===== src/rtl/x2_seq_div.sv =====
// Restoring sequential divider, one quotient bit per clock, start/done handshake.
// Divide-by-zero and signed overflow produce RISC-V M-extension results.
module x2_seq_div #(
  parameter int unsigned WIDTH = 32
) (
  input  logic             clk,
  input  logic             reset,
  input  logic             start,
  input  logic             is_signed,
  input  logic [WIDTH-1:0] dividend,
  input  logic [WIDTH-1:0] divisor,
  output logic             busy,
  output logic             done,
  output logic [WIDTH-1:0] quotient,
  output logic [WIDTH-1:0] remainder
);

  localparam int unsigned CntW = $clog2(WIDTH + 1);

  typedef enum logic [1:0] {StIdle, StCalc, StSign} state_e;

  state_e            state_q, state_d;
  logic [CntW-1:0]   cnt_q, cnt_d;
  logic [WIDTH-1:0]  rem_q, rem_d;       // partial remainder
  logic [WIDTH-1:0]  dvd_q, dvd_d;       // working dividend, becomes quotient magnitude
  logic [WIDTH-1:0]  dvs_q, dvs_d;       // divisor magnitude
  logic              neg_q_q, neg_q_d;   // negate quotient at the end
  logic              neg_r_q, neg_r_d;   // negate remainder at the end
  logic              done_q, done_d;
  logic [WIDTH-1:0]  quo_q, quo_d;
  logic [WIDTH-1:0]  res_q, res_d;

  logic              dvd_neg, dvs_neg;
  logic [WIDTH:0]    shifted;
  logic [WIDTH:0]    diff;

  assign dvd_neg = is_signed & dividend[WIDTH-1];
  assign dvs_neg = is_signed & divisor[WIDTH-1];

  // Fits in WIDTH+1 bits: shifted < 2*divisor, so a set MSB means it went negative.
  assign shifted = {rem_q, dvd_q[WIDTH-1]};
  assign diff    = shifted - {1'b0, dvs_q};

  always_comb begin
    state_d = state_q;
    cnt_d   = cnt_q;
    rem_d   = rem_q;
    dvd_d   = dvd_q;
    dvs_d   = dvs_q;
    neg_q_d = neg_q_q;
    neg_r_d = neg_r_q;
    done_d  = 1'b0;
    quo_d   = quo_q;
    res_d   = res_q;

    unique case (state_q)
      StIdle: begin
        if (start) begin
          if (divisor == '0) begin
            quo_d  = '1;
            res_d  = dividend;
            done_d = 1'b1;
          end else begin
            neg_q_d = dvd_neg ^ dvs_neg;
            neg_r_d = dvd_neg;
            dvd_d   = dvd_neg ? -dividend : dividend;
            dvs_d   = dvs_neg ? -divisor : divisor;
            rem_d   = '0;
            cnt_d   = CntW'(WIDTH);
            state_d = StCalc;
          end
        end
      end
      StCalc: begin
        if (!diff[WIDTH]) begin
          rem_d = diff[WIDTH-1:0];
        end else begin
          rem_d = shifted[WIDTH-1:0];
        end
        dvd_d = {dvd_q[WIDTH-2:0], ~diff[WIDTH]};
        cnt_d = cnt_q - 1'b1;
        if (cnt_q == CntW'(1)) begin
          state_d = StSign;
        end
      end
      StSign: begin
        quo_d   = neg_q_q ? -dvd_q : dvd_q;
        res_d   = neg_r_q ? -rem_q : rem_q;
        done_d  = 1'b1;
        state_d = StIdle;
      end
      default: state_d = StIdle;
    endcase
  end

  always_ff @(posedge clk or posedge reset) begin
    if (reset) begin
      state_q <= StIdle;
      cnt_q   <= '0;
      rem_q   <= '0;
      dvd_q   <= '0;
      dvs_q   <= '0;
      neg_q_q <= 1'b0;
      neg_r_q <= 1'b0;
      done_q  <= 1'b0;
      quo_q   <= '0;
      res_q   <= '0;
    end else begin
      state_q <= state_d;
      cnt_q   <= cnt_d;
      rem_q   <= rem_d;
      dvd_q   <= dvd_d;
      dvs_q   <= dvs_d;
      neg_q_q <= neg_q_d;
      neg_r_q <= neg_r_d;
      done_q  <= done_d;
      quo_q   <= quo_d;
      res_q   <= res_d;
    end
  end

  assign busy      = (state_q != StIdle);
  assign done      = done_q;
  assign quotient  = quo_q;
  assign remainder = res_q;

endmodule

===== config.mk =====
export PLATFORM = sky130hd
export DESIGN_NAME = x2_seq_div
export DESIGN_NICKNAME = d
export VERILOG_FILES = /design/src/rtl/x2_seq_div.sv
export SDC_FILE = /design/constraint.sdc
export NUM_CORES = 1
export LEC_CHECK = 0
export CORE_UTILIZATION = 52
export CTS_CLUSTER_SIZE = 24
export DETAILED_ROUTE_END_ITERATION = 7
export MAX_ROUTING_LAYER = met4
export PLACE_DENSITY = 0.78
export SYNTH_ARGS = -nofsm -noshare
export SYNTH_HDL_FRONTEND = slang
export SYNTH_SLANG_ARGS = --single-unit

===== constraint.sdc =====
create_clock -name clk -period 6.07 [get_ports clk]
set_input_delay 1.821 -clock clk [delete_from_list [all_inputs] [get_ports clk]]
set_output_delay 1.821 -clock clk [all_outputs]
set_load 0.005 [all_outputs]

==> run summary <==
vias per cell -> 5.99
largest cells by area after synthesis -> dfrtp_1 38%, xor2_1 7.0%, o21ai_0 5.4%
outcome -> finished, final reports clean
CP required -> 6.43 ns
synthesized flop and latch total -> 171
H-tree lvl count -> 4
count leader, synth -> dfrtp_1
Distinct cells, synth -> 67
Worst slew margin -> 0.230
final WL -> 28.7 mm
WP buf/inv -> 2
RSZ-0062 raised after global routing -> no
drt drc -> 0
die span in y -> 149 µm
fmax -> 210 MHz
worst reg2reg path endpoint -> rem_q[24]$_DFFE_PP0P_
Resized cells post-CTS -> 0
clock transition at the registers of the reported paths -> 0.07 ns
first-pass GRT wire length -> 47.1 mm
initial antenna violation count -> 0
GRT met2 Usage -> 0.445
TritonRoute pass-1 iters -> 5
total gr overflow -> 0
design area -> 13500 µm²
GRT Max-Usage Layer -> met2
fin nets -> 1520
Peak VDD IR -> 0.000135 V
Port Buffers -> 133
antenna cells -> 0
Bufs on Longest Clock Path -> 2
clock root buffer -> clkbuf_16
leading area contributor after synthesis -> dfrtp_1
hold wc startpoint -> dvs_q[22]$_DFFE_PP0P_
Setup Fix Bufs, Post-CTS -> 0
register area share after synthesis -> 0.378
Initial DRC Count -> 744
FP Rows -> 53
M3 GR Usage -> 0.0366
die area -> 22300 µm²
via count -> 10196
Antenna Nets Post-Route -> 0
Setup WS pre-CTS -> 0.925 ns
Slew @ Worst Pin -> 1.15 ns
TritonCTS Buffers -> 17
Clock Skews -> 0.00652 ns
PnR worst setup slack -> 1.30 ns
critical path launch point -> divisor[13]
Netlist Area Pre-Place -> 11300 µm²
met1 usage -> 0.352
Synth top cells by count -> 171 x dfrtp_1, 157 x nand2_1, 121 x o21ai_0
Slew Viols, Final -> 0
Worst path depth -> 11
final worst-path cycle share -> 0.786
Synthesized Nets -> 1427
detailed placer's ending HPWL -> 21.0 mm
Routed wire per std cell -> 16.8 µm
CP Data Arrival Time -> 5.13 ns
worst reg2reg path depth -> 12
setup violators final -> 0
number of synthesized flops with an enable pin -> 0
pwr/cell area -> 183 nW/µm²
RR Startpoint -> dvd_q[31]$_DFFE_PP0P_
syn_area_per_cell -> 8.57 µm²
# IOs -> 134
Core ar. -> 21200 µm²
layout cell share with drive strength beyond 1 -> 0.0575
Layout area overhead -> 19.2%
Mapped Cells -> 1320
Sink Count -> 171
max cap viols -> 0
Startpoint Class -> input pin
Die Wd -> 149 µm
minimum clock period -> 4.77 ns
CP top delay family -> simple AND/OR/NAND/NOR gates
Synth async-reset ratio -> 1.00
Placed Instance Area -> 12900 µm²
worst-path cell chain -> clkdlybuf4s50_1 > or4_1 > nor4_1 > nand2b_1 > nor3_2 > nand3_1 > nor2_2 > nor2_1 > inv_2 > o22ai_1 > a21oi_1
TNS Setup -> 0 ns
Starting Density -> 0.535
GR Util All Layers -> 0.272
Final Hold Viols -> 0
hold buffers post-CTS -> 0
P_leak -> 5.58 nW
number of global-route vias before repair -> 9340
HP Class -> flop to flop
CTS tree -> done
largest net degree at the start of global routing -> 74
r2r setup slk -> 1.66 ns
CP endpoint -> remainder[14]$_DFFE_PP0P_
Slowest-stage cell, CP -> or4_1
worst stage delay on the critical path -> 0.61 ns
kind of critical path -> input pin to flop
top_reg_cell synth -> dfrtp_1
Final GP Congestion -> 0.893
YS warnings -> 0
critical path capture point type -> flop
clk_lat worst skew -> 0.44 ns
Synth top area share -> 0.378
crit-path max FO -> 22
layout make-up:
cell class,instances,area [µm²]
Timing Repair Buffer,146,1440
Tap cell,275,344
Clock buffer,17,425
Fill cell,1833,7670
Sequential cell,171,4280
Multi-Input combinational cell,1021,6570
Inverter,56,214
Clock inverter,15,204
placed cells by master, fill, tap and decap left out, types with 9 or more instances in the layout:
cell	count
a21o_1	12
a21oi_1	96
a221o_1	37
a22oi_1	13
a31oi_1	12
buf_4	12
clkbuf_16	17
clkdlybuf4s50_1	133
dfrtp_1	171
ha_1	38
inv_1	54
nand2_1	157
nand2b_1	18
nand3_1	24
nand4_1	17
nor2_1	89
nor3_1	28
nor4_1	10
o211ai_1	24
o21ai_0	121
o22ai_1	15
o31ai_1	25
o41ai_1	13
or3_1	9
or4_1	11
xnor2_1	50
xor2_1	91
state kept, by name (all words and copies together) (netlist names):
signal and cells:
dvd_q 32, dvs_q 32, quotient 32, rem_q 32, remainder 32, cnt_q 6
state_q 2, done 1, neg_q_q 1, neg_r_q 1
worst min-delay path by stage:
| stage | to | depth (start not counted) |
|---|---|---|
| after floorplan | dvs_q[22]$_DFFE_PP0P_ | 2 |
| after global placement | dvs_q[22]$_DFFE_PP0P_ | 2 |
| after detailed placement | dvs_q[22]$_DFFE_PP0P_ | 2 |
| after CTS | dvs_q[22]$_DFFE_PP0P_ | 2 |
| after global routing | dvs_q[22]$_DFFE_PP0P_ | 2 |
| final | dvs_q[22]$_DFFE_PP0P_ | 2 |
metal layers:
layer  up-vias  share of wire
li1       4979              -
met1      4855           0.44
met2       322           0.48
met3        40          0.061
met4         0          0.016
met5         -              0
report_power, final:
part | internal (mW) | switching [mW]
Sequential | 1.14 | 0.0000000000386
Clock | 0.665 | 0.505
Combinational | 0.0697 | 0.0832
worst reg2reg max path, delay by kind of cell, from the launching register on:
family                   cells  cell delay [ns]
AND/OR/NAND/NOR              2             0.64
adder cells (fa/ha/maj)      2             0.66
buffers and inverters        1             0.12
AO/OA/AOI/OAI                7             2.49
flip-flops                   1             0.42
stage by stage:
stage	hold WS, ns	power, mW	cells	util
floorplan	0.450	1.23	1320	-
global placement	0.462	1.31	1669	0.608
detailed placement	0.473	1.31	1669	0.608
CTS	0.488	2.47	1701	0.637
global route	0.518	2.53	1701	0.637
finish	0.484	2.46	1701	0.637
kinds of logic after synthesis:
group,after synthesis,share of synthesized area
DFF,171,0.378
muxes,6,0.00531
AOI/OAI and AO/OA,417,0.241
buffers and inverters,128,0.0429
xor gates and xnor gates,141,0.109
adders and majority gates,39,0.0438
and+or+nand+nor,418,0.180
Power figures use the tool's default switching activity.
